**config.mk**
```make
export PLATFORM = sky130hd
export DESIGN_NAME = acc_req_arbiter
export DESIGN_NICKNAME = d
export VERILOG_FILES = /design/src/rtl/acc_req_arbiter.sv
export SDC_FILE = /design/constraint.sdc
export NUM_CORES = 1
export LEC_CHECK = 0
export BUFFER_PORTS_ARGS = -buffer_cell sky130_fd_sc_hd__buf_4
export CORE_AREA = 3 3 397 399
export CTS_BUF_LIST = sky130_fd_sc_hd__clkbuf_16
export DETAILED_ROUTE_END_ITERATION = 6
export DIE_AREA = 0 0 400 402
export PLACE_DENSITY = 0.3
export SYNTH_ARGS = -nofsm -noshare
export SYNTH_HDL_FRONTEND = slang
export SYNTH_SLANG_ARGS = --single-unit
```
**constraint.sdc**
```tcl
create_clock -name clk_i -period 13.8 [get_ports clk_i]
set_input_delay 0 -clock clk_i [delete_from_list [all_inputs] [get_ports clk_i]]
set_output_delay 0 -clock clk_i [all_outputs]
set_load 0.05 [all_outputs]
```
**src/rtl/acc_req_arbiter.sv**
```systemverilog
// Round-robin arbiter that funnels NumReq requesters into one accelerator port,
// tagging each request with its requester index so responses can be routed back.
module acc_req_arbiter #(
  parameter  int unsigned NumReq         = 8,
  parameter  int unsigned AddrWidth      = 4,
  parameter  int unsigned DataWidth      = 32,
  parameter  int unsigned IdWidth        = 1,
  parameter  int unsigned MaxOutstanding = 4,
  localparam int unsigned IdxWidth       = $clog2(NumReq),
  localparam int unsigned ExtIdWidth     = IdWidth + IdxWidth
) (
  input  logic                                  clk_i,
  input  logic                                  rst_ni,
  input  logic [NumReq-1:0]                     mst_q_valid_i,
  output logic [NumReq-1:0]                     mst_q_ready_o,
  input  logic [NumReq-1:0][AddrWidth-1:0]      mst_q_addr_i,
  input  logic [NumReq-1:0][3*DataWidth-1:0]    mst_q_data_i,
  input  logic [NumReq-1:0][IdWidth-1:0]        mst_q_id_i,
  output logic [NumReq-1:0]                     mst_p_valid_o,
  input  logic [NumReq-1:0]                     mst_p_ready_i,
  output logic [DataWidth-1:0]                  mst_p_data_o,
  output logic [IdWidth-1:0]                    mst_p_id_o,
  output logic                                  slv_q_valid_o,
  input  logic                                  slv_q_ready_i,
  output logic [AddrWidth-1:0]                  slv_q_addr_o,
  output logic [3*DataWidth-1:0]                slv_q_data_o,
  output logic [ExtIdWidth-1:0]                 slv_q_id_o,
  input  logic                                  slv_p_valid_i,
  output logic                                  slv_p_ready_o,
  input  logic [DataWidth-1:0]                  slv_p_data_i,
  input  logic [ExtIdWidth-1:0]                 slv_p_id_i,
  output logic [7:0]                            outstanding_o,
  output logic                                  rsp_err_o
);

  localparam logic [0:0] StIdle   = 1'b0;
  localparam logic [0:0] StLocked = 1'b1;

  logic [0:0]          state_q, state_d;
  logic [IdxWidth-1:0] rr_q, rr_d;
  logic [IdxWidth-1:0] lock_q, lock_d;
  logic [7:0]          cnt_q, cnt_d;

  logic [IdxWidth-1:0] arb_idx, cand_idx, gnt_idx, rsp_idx;
  logic                arb_any, req_hs, rsp_hs, rsp_bad;

  // Rotating priority search starting at rr_q.
  always_comb begin
    arb_any  = 1'b0;
    arb_idx  = '0;
    cand_idx = '0;
    for (int i = 0; i < int'(NumReq); i++) begin
      cand_idx = IdxWidth'((int'(rr_q) + i) % int'(NumReq));
      if (!arb_any && mst_q_valid_i[cand_idx]) begin
        arb_any = 1'b1;
        arb_idx = cand_idx;
      end
    end
  end

  always_comb begin
    gnt_idx       = (state_q == StLocked) ? lock_q : arb_idx;
    slv_q_valid_o = rst_ni && ((state_q == StLocked) ||
                               (arb_any && (cnt_q < 8'(MaxOutstanding))));
    slv_q_addr_o  = mst_q_addr_i[gnt_idx];
    slv_q_data_o  = mst_q_data_i[gnt_idx];
    slv_q_id_o    = {gnt_idx, mst_q_id_i[gnt_idx]};
    req_hs        = slv_q_valid_o && slv_q_ready_i;
    mst_q_ready_o = '0;
    mst_q_ready_o[gnt_idx] = req_hs;
  end

  // A stalled offer stays pinned so the accelerator sees a stable request.
  always_comb begin
    state_d = state_q;
    lock_d  = lock_q;
    rr_d    = rr_q;
    if (req_hs) begin
      state_d = StIdle;
      rr_d    = (gnt_idx == IdxWidth'(NumReq - 1)) ? '0 : gnt_idx + 1'b1;
    end else if (slv_q_valid_o) begin
      state_d = StLocked;
      lock_d  = gnt_idx;
    end
  end

  always_comb begin
    rsp_idx       = slv_p_id_i[ExtIdWidth-1:IdWidth];
    rsp_bad       = int'(rsp_idx) >= int'(NumReq);
    mst_p_data_o  = slv_p_data_i;
    mst_p_id_o    = slv_p_id_i[IdWidth-1:0];
    mst_p_valid_o = '0;
    slv_p_ready_o = 1'b1;
    if (!rsp_bad) begin
      mst_p_valid_o[rsp_idx] = slv_p_valid_i;
      slv_p_ready_o          = mst_p_ready_i[rsp_idx];
    end
    rsp_hs    = slv_p_valid_i && slv_p_ready_o;
    rsp_err_o = rst_ni && slv_p_valid_i && rsp_bad;
  end

  // Saturating at zero: a stray response must not wrap the count.
  always_comb begin
    cnt_d = cnt_q;
    if (req_hs && !rsp_hs) begin
      cnt_d = cnt_q + 8'd1;
    end else if (!req_hs && rsp_hs && (cnt_q != 8'd0)) begin
      cnt_d = cnt_q - 8'd1;
    end
  end

  assign outstanding_o = cnt_q;

  always_ff @(posedge clk_i or negedge rst_ni) begin
    if (!rst_ni) begin
      state_q <= StIdle;
      rr_q    <= '0;
      lock_q  <= '0;
      cnt_q   <= '0;
    end else begin
      state_q <= state_d;
      rr_q    <= rr_d;
      lock_q  <= lock_d;
      cnt_q   <= cnt_d;
    end
  end

endmodule

```
; ---- Word-level counts from Yosys, hierarchy flattened
; Cells that the tools add are included.
[totals]
register_bits = 15
elab_cells = 111
inputBits = 864
output_inout_bits = 164
[op_classes]
n_bitwise = 3
eq_ne = 1
n_reduce_logical = 30
add_sub_neg = 10
magnitude_cmp = 13
n_mux = 50
[op_table]
columns = op, n
row1 = $bmux W96 S3, 1
row2 = $mux W96, 1
row3 = $lt A3 B4 Y1 const B, 10
row4 = $bmux W1 S3, 10
row5 = $mux W3, 10
row6 = $mux W1, 22
row7 = $and A8 B8 Y8, 2
row8 = $logic_and A1 B1 Y1, 16
row9 = $mux W8, 2
row10 = $add A3 B3 Y3 const B, 4
row11 = $bmux W4 S3, 1
row12 = $logic_not A1 Y1, 9
row13 = $add A8 B1 Y8 const B, 1
row14 = $lt A8 B3 Y1 const B, 1
row15 = $reduce_bool A8 Y1, 1
row16 = $sub A8 B1 Y8 const B, 1
row17 = $add A3 B1 Y3 const B, 2
row18 = $add A3 B2 Y3 const B, 2
row19 = $demux W1 S3, 2
row20 = $ge A3 B1 Y1 const B, 2
row21 = $mux W4, 1
row22 = $reduce_bool A2 Y1, 2
row23 = $eq A3 B3 Y1 const B, 1
row24 = $reduce_and A2 Y1, 1
row25 = 2 further kinds, 2

; ---- Logic depth before layout (Yosys ltp)
; Gate-level depths: netlist of the first run.
[logic_depth]
ltp_word = 33
depth_mapped = 22
ltp_nobuf = 19

; ---- Worst setup path after synthesis of the first run
; OpenSTA, ideal clock, no wires.
[synth_timing]
path_kind = register to register
start = register rr_q[1]
end = register cnt_q[7], in the netlist outstanding_o[7]
path_stages_with_launch = 22
arrival_time_ns = 5.337
path_slack_ns = 8.322
required_time_ns = 13.659
setup_ns = 0.141
synth_period_minus_slack_ns = 5.478
n_path_buf = 2
cell_sequence = dfrtp_1 -> clkbuf_1 -> inv_1 -> ha_1 -> buf_2 -> mux2i_1 -> mux4_2 -> a22oi_1 -> o21ai_1 -> a221oi_2 -> nand2_1 -> nor2_1 -> inv_1 -> ha_1 -> a21o_1 -> a21oi_1 -> o21bai_1 -> a21oi_1 -> o21bai_1 -> a21oi_1 -> mux2i_1 -> xnor2_1
[synth_between]
elab_chain_cells = 32
elab_cells_between_ends = 55
cone_classes = add/sub: 7 / mux: 25 / reduce/logical: 23
[synth_rtl]
columns = item, line_no
row1 = "start, declared", 40  ; logic [IdxWidth-1:0] rr_q, rr_d;
row2 = "start signal, assigned", 122  ; rr_q <= rr_d;
row3 = branches (longest 23 deep; another with $add A3 B1 Y3), --
row4 = $mux W1 (*), 54  ; if (!arb_any && mst_q_valid_i[cand_idx]) begin
row5 = $logic_and A1 B1 Y1 (*), 64  ; (arb_any && (cnt_q < 8'(MaxOutstanding))));
row6 = $logic_or A1 B1 Y1 (*), 63  ; slv_q_valid_o = rst_ni && ((state_q == StLocked) ||
row7 = $logic_and A1 B1 Y1 (*), 63
row8 = named net slv_q_valid_o, 23  ; output logic slv_q_valid_o,
row9 = $logic_and A1 B1 Y1 (*), 68  ; req_hs = slv_q_valid_o && slv_q_ready_i;
row10 = $logic_not A1 Y1, 107  ; end else if (!req_hs && rsp_hs && (cnt_q != 8'd0)) begin
row11 = $logic_and A1 B1 Y1 (2 in series), 107
row12 = $reduce_bool A2 Y1 (no source line), --
row13 = "end signal, assigned", 124  ; cnt_q <= cnt_d;
row14 = "end, declared", 42  ; logic [7:0] cnt_q, cnt_d;
; Mark *: on every way through the listed nets, which the timed path passes. The select of a mux whose other input is x is not followed.
; A chain may end at the register's enable or synchronous reset.

; ---- Final worst setup path of the first run
[layout_timing]
start = register rr_q[0]
end = output port slv_q_data_o[64]
[layout_between]
elab_chain_cells = 27
elab_cells_between_ends = 55
cone_classes = add/sub: 7 / mux: 34 / reduce/logical: 14
[layout_rtl]
columns = item, line_no
row1 = branches (longest 23 deep; another with $add A3 B1 Y3), --
row2 = $mux W3 (*), 54
row3 = $mux W3 (*), 62  ; gnt_idx = (state_q == StLocked) ? lock_q : arb_idx;
row4 = $bmux W96 S3 (*), 66  ; slv_q_data_o = mst_q_data_i[gnt_idx];
row5 = $mux W96 (not written as such) (*), 66
row6 = "end, declared", 26  ; output logic [3*DataWidth-1:0] slv_q_data_o,
; Mark *: on every way between the ends. The select of a mux whose other input is x is not followed.

==> results of run 1 <==
==> layout by cell type (no fill, tap or decap), types with 15 or more instances in the layout <==
master and count:
nor2_1 20, buf_4 976, dfrtp_1 15, nand2_1 816, a32oi_1 103, o221a_2 41
inv_1 15, mux2i_1 111, o221a_1 60, diode_2 27
==> state kept, by name, indices dropped and copies added (netlist names) <==
| signal | flops |
|---|---|
| rr_q | 3 |
| lock_q | 3 |
| outstanding_o | 8 |
| state_q | 1 |
==> cells by family after synthesis <==
| kind of cell | after synthesis | share of synthesized area |
|---|---|---|
| simple gates | 877 | 0.378 |
| compound gates | 247 | 0.263 |
| buf+inv | 185 | 0.106 |
| mux | 145 | 0.186 |
| flops | 15 | 0.0419 |
| fa+ha+maj | 11 | 0.0162 |
| xor+xnor | 10 | 0.00977 |
| other cells | 1 | 0.000418 |
==> worst paths after layout <==
path	startpoint	to	depth (start not counted)
worst max-delay path	rr_q[0]	slv_q_data_o[64]	16
worst min-delay path	slv_p_data_i[22]	mst_p_data_o[22]	0
worst max register to register	rr_q[0]	outstanding_o[7]	19
worst min register to register	outstanding_o[7]	outstanding_o[7]	1
max in group asynchronous	rst_ni	state_q	2
min in group asynchronous	rst_ni	outstanding_o[5]	2
==> area by class of cell <==
cell class / count / area [sq um]
diodes: 27 / 67.6
clock buffers: 3 / 75.1
clock inverters: 1 / 3.75
fillers: 18300 / 136000
inverters: 17 / 71.3
multi-input cells: 1291 / 7670
flip-flops and latches: 15 / 375
well taps: 2044 / 2560
repair buffers: 979 / 7380
==> through the flow <==
step                setup WS, ns  hold WS [ns]
floorplan                   8.32        -0.296
global placement            6.67        -0.111
detailed placement          6.59        -0.112
CTS                         6.30      0.000341
global route                5.77     0.0000718
finish                      6.43     0.0000220
==> synthesized netlist by cell type, types with 7 or more instances <==
master and number:
o221a_2 41, a32oi_1 103, ha_1 10, buf_2 37
buf_4 34, nor2_1 20, dfrtp_1 15, a21oi_1 7
mux2i_1 111, nor3_1 13, o221a_1 60, mux4_2 14
buf_6 11, mux2_2 14, clkbuf_1 83, nand2_1 818
xnor2_1 7, inv_1 14
==> per-layer routing <==
metal  part of all wire  up-vias  global-route usage  routed length (um)
li1                   -     6878                   -                   -
met1               0.40     7130               0.180               52500
met2               0.49      796               0.276               65100
met3              0.092      200              0.0568               12200
met4              0.013       54              0.0107                1690
met5             0.0028        -                   0                 365
==> critical path, cell delays in order (launching register included) <==
cell,delay [ns]
dfrtp_1,0.74
inv_2,0.24
ha_1,0.74
mux2_2,0.42
a221oi_1,0.44
nand2_1,0.10
o21ai_1,0.38
a221oi_1,0.17
a21o_4,0.41
inv_8,0.53
buf_4,0.59
buf_4,0.61
buf_4,0.75
mux2i_1,0.18
a32oi_1,0.23
o221a_2,0.22
buf_4,0.20
==> summary.md, run 1 <==
| Metric | Value |
|---|---|
| Status | `finished, final reports clean` |
| Layout Nets | `3182` |
| Final hold violations | `0` |
| Core Region | `154000 sq um` |
| Remaining Overflow, GRT | `0` |
| Max Cap Viol | `0` |
| TritonCTS clock tree | `done` |
| Port Buf Inserts | `960` |
| Clock buffer depth | `2` |
| Hpwl dp | `117000 um` |
| Syn_area_per_cell | `6.01 sq um` |
| Resize count post-CTS | `0` |
| First-pass GRT wire length | `162000 um` |
| FP Rows | `144` |
| Layout cells sized above 1 | `0.461` |
| DIE HEIGHT | `402 um` |
| Post-CTS setup buffer count | `0` |
| Die Width | `400 um` |
| Critical path arrival | `7.37 ns` |
| Maximum number of pins on one net before global-route repair | `128` |
| Worst-Margin Slew | `0.969 ns` |
| CTS H-tree lvls | `1` |
| Final setup violation count | `0` |
| Initial Util | `0.0581` |
| Pre-antenna DRT Iters | `5` |
| Count of pins over their slew limit | `0` |
| Layout area overhead | `103%` |
| DR vias | `15.1k` |
| Hold crit path type | `in -> out` |
| Post-cts hold buffer count | `1` |
| RSZ-0062 raised after global routing | `no` |
| Async set-reset flop share out of synthesis | `1.00` |
| DP Cell Count | `4345` |
| Clk sinks | `15` |
| Worst Path Max Fanout | `97` |
| DRC viols | `0` |
| Yosys warnings | `0` |
| Post-layout instance area | `18200 sq um` |
| Utilization after layout | `0.118` |
| Largest area contributor in the netlist | `nand2_1` |
| CTS clk-pin slew, worst paths | `0.05 ns` |
| Initial drt markers | `1041` |
| Post-Route WL | `132000 um` |
| Num CTS Buffers | `3` |
| Sum Neg Setup Slack | `0 ns` |
| Netlist cell types | `55` |
| Minimum clock period | `7.37 ns` |
| Fmax achieved | `0.136 GHz` |
| Setup Skew | `0.00393 ns` |
| Synth area leaders | `nand2_1 34%, mux2i_1 12%, a32oi_1 10%, o221a_1 7.5%, o221a_2 5.2%` |
| Number of global-route vias before repair | `15.0k` |
| Relative slew slack | `0.354` |
| Later-pin clock latency in the skew report | `0.25 ns` |
| Final Wtd Congestion | `0.926` |
| Post-synth EDFFs | `0` |
| # IOs | `1028` |
| Setup Crit Path Kind | `reg -> out` |
| Die area | `161000 sq um` |
| Final Non-Filler Cells | `4377` |
| Register area share after synthesis | `0.0419` |
| Syn Inst Count | `1491` |
| Synth Net Count | `2366` |
| Critical Path End Type | `output pin` |
| Area of the mapped netlist | `8960 sq um` |
| CTS root buffer | `clkbuf_16` |
| Main synth FF type | `dfrtp_1` |
| GRT Util Overall | `0.154` |
| Placed Area | `18000 sq um` |
| Vias per cell | `3.44` |
| Initial antenna violation count | `134` |
| Final Cycle Share | `0.534` |
| Area fraction of the dominant cell type after synthesis | `0.343` |
| Yosys reg bits | `15` |
| WL per Instance | `30.1 um` |
| CP Data Required Time | `13.80 ns` |
| DRT antenna net count | `0` |
| R2R Setup Slk | `7.80 ns` |
| CP Launch Type | `flip-flop` |
Power of run 1 is not shown: default switching activity piles up to over one toggle a cycle in this logic, so the estimate is an artifact.
==> run 2, diff against run 1 <==
ABC_AREA = 1   (was not set)
CORE_AREA = 3 3 402 404   (was 3 3 397 399)
DIE_AREA = 0 0 405 407   (was 0 0 400 402)
clock period = 6.6 ns   (was 13.8 ns; I/O delays follow)
==> run 2 against run 1 <==
- cell area grew 14%
- synthesized area grew 30%
- flip-flop and latch count is the same
- first-iteration DRC count grew 11%
- wire length shrank 15%
- sequential share of layout area shrank 0.25 points
- via count grew 25%
- utilization grew 1.3 points
==> summary.md, run 2 <==
| Metric | Value |
|---|---|
| CP most frequent cell | `nand2_1` |
| Netlist cell types | `36` |
| Count of pins over their slew limit | `0` |
| Clock buffer depth | `2` |
| Synth top cells by count | `1595 x nand2_1, 437 x nand3_1, 241 x inv_1, 76 x buf_2, 65 x clkbuf_1` |
| Resize count post-CTS | `0` |
| # IOs | `1028` |
| Final hold violations | `0` |
| CTS H-tree lvls | `1` |
| Final setup violation count | `0` |
| Sum Neg Setup Slack | `0 ns` |
| Post-synth EDFFs | `0` |
| Minimum clock period | `5.38 ns` |
| Post-CTS setup buffer count | `0` |
| Worst-Margin Slew | `1.06 ns` |
| FP Rows | `146` |
| Post-cts hold buffer count | `1` |
| DRT antenna net count | `0` |
| Hold crit path type | `in -> out` |
| Setup Skew | `0.00386 ns` |
| Maximum number of pins on one net before global-route repair | `142` |
| Worst-path cell chain | `inv_2 > ha_1 > inv_2 > nand3_1 > nand3_1 > nand2_2 > nor2_4 > nand4_4 > nor2_4 > nand3_1 > nand2_1 > nand3_4 > nand2_8 > buf_12 > nand2_1 > nand2_1 > nand2_1 > nand2_1 > inv_1 > nand2_1 > buf_4` |
| Critical Path End Type | `output pin` |
| Placed Area | `20600 sq um` |
| Crit path buffers/inverters | `5` |
| Number of global-route vias before repair | `18.9k` |
| Hpwl dp | `93100 um` |
| Num CTS Buffers | `3` |
| Synth Net Count | `3511` |
| CP Launch Type | `flip-flop` |
| Layout cells sized above 1 | `0.300` |
| Register area share after synthesis | `0.0323` |
| Initial Util | `0.0734` |
| Largest area contributor in the netlist | `nand2_1` |
| Die Width | `405 um` |
| Layout Nets | `4300` |
| Vias per cell | `3.42` |
| Later-pin clock latency in the skew report | `0.25 ns` |
| Area fraction of the dominant cell type after synthesis | `0.515` |
| Delay-heaviest family, CP | `simple AND/OR/NAND/NOR gates` |
| CP Data Required Time | `6.60 ns` |
| Relative slew slack | `0.295` |
| Max Cap Viol | `0` |
| Most common cell after layout, fill and taps aside | `nand2_1` |
| TritonCTS clock tree | `done` |
| Synth area leaders | `nand2_1 52%, nand3_1 19%, inv_1 7.8%, buf_2 3.3%, dfrtp_1 3.2%` |
| GRT Util Overall | `0.126` |
| Slowest stage cell, crit path | `nand2_8` |
| CTS clk-pin slew, worst paths | `0.05 ns` |
| DIE HEIGHT | `407 um` |
| Async set-reset flop share out of synthesis | `1.00` |
| Largest incremental delay on the critical path | `0.84 ns` |
| First-pass GRT wire length | `148000 um` |
| Layout area overhead | `78.3%` |
| Initial drt markers | `1152` |
| Most frequent cell after synthesis | `nand2_1` |
| Pre-antenna DRT Iters | `5` |
| Worst Path Max Fanout | `82` |
| Syn_area_per_cell | `4.41 sq um` |
| R2R Setup Slk | `1.87 ns` |
| Critical path arrival | `5.38 ns` |
| DRC viols | `0` |
| Die area | `165000 sq um` |
| Port Buf Inserts | `960` |
| Initial antenna violation count | `21` |
| Max FFs per register | `8` |
| Status | `finished, final reports clean` |
| Post-Route WL | `112000 um` |
| Main synth FF type | `dfrtp_1` |
| DR vias | `18.8k` |
| Area of the mapped netlist | `11600 sq um` |
| Syn Inst Count | `2636` |
| Setup Crit Path Kind | `reg -> out` |
| WL per Instance | `20.4 um` |
| Utilization after layout | `0.131` |
| Most frequent cells in the layout | `1594 x nand2_1, 985 x buf_4, 436 x nand3_1` |
| Core Region | `158000 sq um` |
| Fmax achieved | `0.186 GHz` |
| CTS root buffer | `clkbuf_16` |
| Final Cycle Share | `0.815` |
| Final Wtd Congestion | `0.810` |
| Remaining Overflow, GRT | `0` |
| Post-layout instance area | `20700 sq um` |
| Clk sinks | `15` |
| Yosys warnings | `0` |
| Yosys reg bits | `15` |
| RSZ-0062 raised after global routing | `no` |
==> run 2: changes by cell type after synthesis, sizes merged, moves of 17 or more <==
| cell | before | now |
|---|---|---|
| a32oi | 103 | 0 |
| mux2i | 112 | 0 |
| nand2 | 818 | 1600 |
| o221a | 101 | 0 |
| clkbuf | 83 | 65 |
| buf | 85 | 151 |
| mux2 | 19 | 2 |
| nand3 | 3 | 441 |
| inv | 17 | 246 |
| nor2 | 20 | 55 |
==> run 2: metal layers <==
layer  vias up  global-route usage  wire (um)
met5         -                   0        109
met1      8602               0.156      47400
li1       9545                   -          -
met2       574               0.224      56100
met4        16              0.0202       1910
met3        64              0.0283       6940
==> run 2: layout make-up <==
type / instances / area, sq um
Multi-Input combinational cell: 2159 / 9040
Tap cell: 2072 / 2590
Clock buffer: 3 / 75.1
Timing Repair Buffer: 1000 / 7680
Clock inverter: 1 / 3.75
Inverter: 246 / 926
Sequential cell: 15 / 375
Fill cell: 19100 / 137000
Antenna cell: 6 / 15.0
==> run 2: final timing paths <==
check,end,from,depth (start not counted)
max,slv_q_data_o[45],rr_q[0],21
min reg2reg,lock_q[2],lock_q[2],1
max reg2reg,rr_q[2],rr_q[0],18
min,mst_p_data_o[17],slv_p_data_i[17],0
max in group asynchronous,lock_q[2],rst_ni,2
min in group asynchronous,outstanding_o[7],rst_ni,2
==> run 2: metrics by stage <==
stage	std cells	worst slack, ns	hold slack [ns]
5_1_grt	5498	0.703	0.0000718
4_1_cts	5496	1.05	0.000341
3_3_place_gp	5491	1.48	-0.0892
2_1_floorplan	2636	2.89	-0.296
6_report	5502	1.22	0.0000220
3_5_place_dp	5491	1.34	-0.0933
==> run 2: worst register-to-register path, delay by kind of cell, from the launching register on <==
family / cells / cell delay, ns
AND/OR/NAND/NOR: 11 / 2.41
flip-flops: 1 / 0.58
AO/OA/AOI/OAI: 1 / 0.08
buffers and inverters: 3 / 0.67
adder cells (fa/ha/maj): 3 / 0.85
==> run 2: cells by family after synthesis <==
| family | synth area share |
|---|---|
| DFF | 0.0323 |
| muxes | 0.00194 |
| and+or+nand+nor | 0.735 |
| AOI/OAI and AO/OA | 0.0156 |
| xor gates and xnor gates | 0.00819 |
| adders and majority gates | 0.0125 |
| other | 0.000323 |
| buffers and inverters | 0.195 |
Power of run 2 is left out for the same reason.
==> run 3, diff against run 2 <==
clock period = 4.3 ns   (was 6.6 ns; I/O delays follow)
==> run 3 against run 2 <==
- clock skew up 0.0039 ns
- register-to-register slack lost 1.3 ns
- non-clock buffer count increased by 47
- sequential share of layout area about the same
- utilization increased by 0.36 points
- largest cell class unchanged
- critical path depth increased by 2
- first-iteration DRC count shrank 6.9%
==> summary.md, run 3 (synthesis gave the netlist of run 2 again) <==
| Metric | Value |
|---|---|
| Status | `finished, final reports clean` |
| Worst-path cell chain | `inv_2 > ha_4 > inv_2 > nand3_1 > nand3_1 > nand2_2 > nor2_4 > nand4_4 > nor2_4 > buf_4 > nand3_1 > nand2_1 > nand3_4 > nand2_8 > buf_16 > buf_12 > nand2_1 > nand2_1 > nand2_1 > nand2_1 > inv_1 > nand2_1 > buf_4` |
| Layout Nets | `4347` |
| Relative slew slack | `0.588` |
| Hold crit path type | `in -> out` |
| Count of pins over their slew limit | `0` |
| Later-pin clock latency in the skew report | `0.25 ns` |
| Dpl ws | `0.361 ns` |
| Post-Route WL | `114000 um` |
| Setup Skew | `0.00780 ns` |
| First-pass GRT wire length | `151000 um` |
| Crit path buffers/inverters | `7` |
| Multi-input gate area | `9060 sq um` |
| Pre-antenna DRT Iters | `5` |
| CP Capture Point | `slv_q_data_o[45]` |
| CP most frequent cell | `nand2_1` |
| Max Cap Viol | `0` |
| Clk sinks | `15` |
| DIE HEIGHT | `407 um` |
| Sequential cell area | `375 sq um` |
| Vias per cell | `3.40` |
| Setup crit start | `rr_q[1]` |
| Minimum clock period | `3.86 ns` |
| Remaining Overflow, GRT | `0` |
| Fmax achieved | `0.259 GHz` |
| Maximum number of pins on one net before global-route repair | `105` |
| DR vias | `18.8k` |
| Slowest stage cell, crit path | `dfrtp_1` |
| Initial Util | `0.0734` |
| Layout cells sized above 1 | `0.311` |
| Critical path arrival | `3.86 ns` |
| Filler instances | `19.0k` |
| R2R cell count | `29` |
| Number of global-route vias before repair | `19.1k` |
| CTS clk-pin slew, worst paths | `0.05 ns` |
| Final Wtd Congestion | `0.854` |
| Clock buffer depth | `2` |
| Final Cycle Share | `0.899` |
| Initial antenna violation count | `19` |
| Num CTS Buffers | `3` |
| Final worst slack | `0.436 ns` |
| DRT antenna net count | `0` |
| Hpwl dp | `97200 um` |
| Most frequent cells in the layout | `1593 x nand2_1, 1017 x buf_4, 436 x nand3_1` |
| Setup Crit Path Kind | `reg -> out` |
| Worst-Margin Slew | `0.618 ns` |
| Port Buf Inserts | `960` |
| RR Startpoint | `rr_q[1]` |
| Final hold violations | `0` |
| Largest incremental delay on the critical path | `0.38 ns` |
| # IOs | `1028` |
| WP depth | `23` |
| DRC viols | `0` |
| Sum Neg Setup Slack | `0 ns` |
| WL per Instance | `20.5 um` |
| Layout area overhead | `83.3%` |
| Worst hold slack | `0.0000220 ns` |
| Core Region | `158000 sq um` |
| Max FFs per register | `8` |
| CP Launch Type | `flip-flop` |
| CTS root buffer | `clkbuf_16` |
| Delay-heaviest family, CP | `simple AND/OR/NAND/NOR gates` |
| Die Width | `405 um` |
| Most common cell after layout, fill and taps aside | `nand2_1` |
| CTS H-tree lvls | `1` |
| RSZ-0062 raised after global routing | `no` |
| GRT Util Overall | `0.128` |
| Critical Path End Type | `output pin` |
| Final setup violation count | `0` |
| R2R Setup Slk | `0.56 ns` |
| CP Data Required Time | `4.30 ns` |
| Worst r2r dst | `outstanding_o[7]` |
| FP Rows | `146` |
| Worst Path Max Fanout | `35` |
| TritonCTS clock tree | `done` |
| Die area | `165000 sq um` |
| Initial drt markers | `1073` |
[run 3: how the worst min path moves through the flow]
stage                     cells after the start               end              from  slack (ns)
after CTS                                     0  mst_p_data_o[11]  slv_p_data_i[11]      0.0003
after floorplan                               0         lock_q[0]            rst_ni       -0.30
final                                         0  mst_p_data_o[12]  slv_p_data_i[12]     0.00002
after global placement                        1  outstanding_o[0]            rst_ni       -0.09
after detailed placement                      1  outstanding_o[3]            rst_ni       -0.09
after global routing                          0  mst_p_data_o[26]  slv_p_data_i[26]     0.00007
[run 3: routing by layer]
metal,part of all wire,track usage,vias up
li1,-,-,9641
met2,0.51,0.233,562
met5,0.00091,0,-
met1,0.42,0.159,8564
met3,0.063,0.0294,48
met4,0.0099,0.0111,16
[run 3: final cells by class]
class,count,area share
Multi-Input combinational cell,2159,0.426
Timing Repair Buffer,1047,0.387
Clock inverter,1,0.000176
Sequential cell,15,0.0176
Tap cell,2072,0.122
Inverter,246,0.0436
Antenna cell,3,0.000353
Clock buffer,3,0.00353
[run 3: what timing repair did]
item	in CTS	in global routing
hold endpoints to repair	15	0
hold buffers	1	0
buffers inserted	0	2
setup endpoints to repair	0	65
gates resized for setup	0	8
[run 3: stage by stage]
step,area [sq um],std cells,utilization
2_1_floorplan,11600,2636,-
4_1_cts,21200,5541,0.134
6_report,21300,5546,0.135
3_5_place_dp,21100,5536,0.134
3_3_place_gp,21100,5536,0.134
5_1_grt,21300,5544,0.135
[run 3: worst reg2reg max path, delay by kind of cell (launching register included)]
kind | cells | cell delay, ns
compound gates | 3 | 0.45
buf+inv | 6 | 0.60
simple gates | 18 | 1.71
flops | 1 | 0.38
fa+ha+maj | 2 | 0.49
Power of run 3 is left out for the same reason.
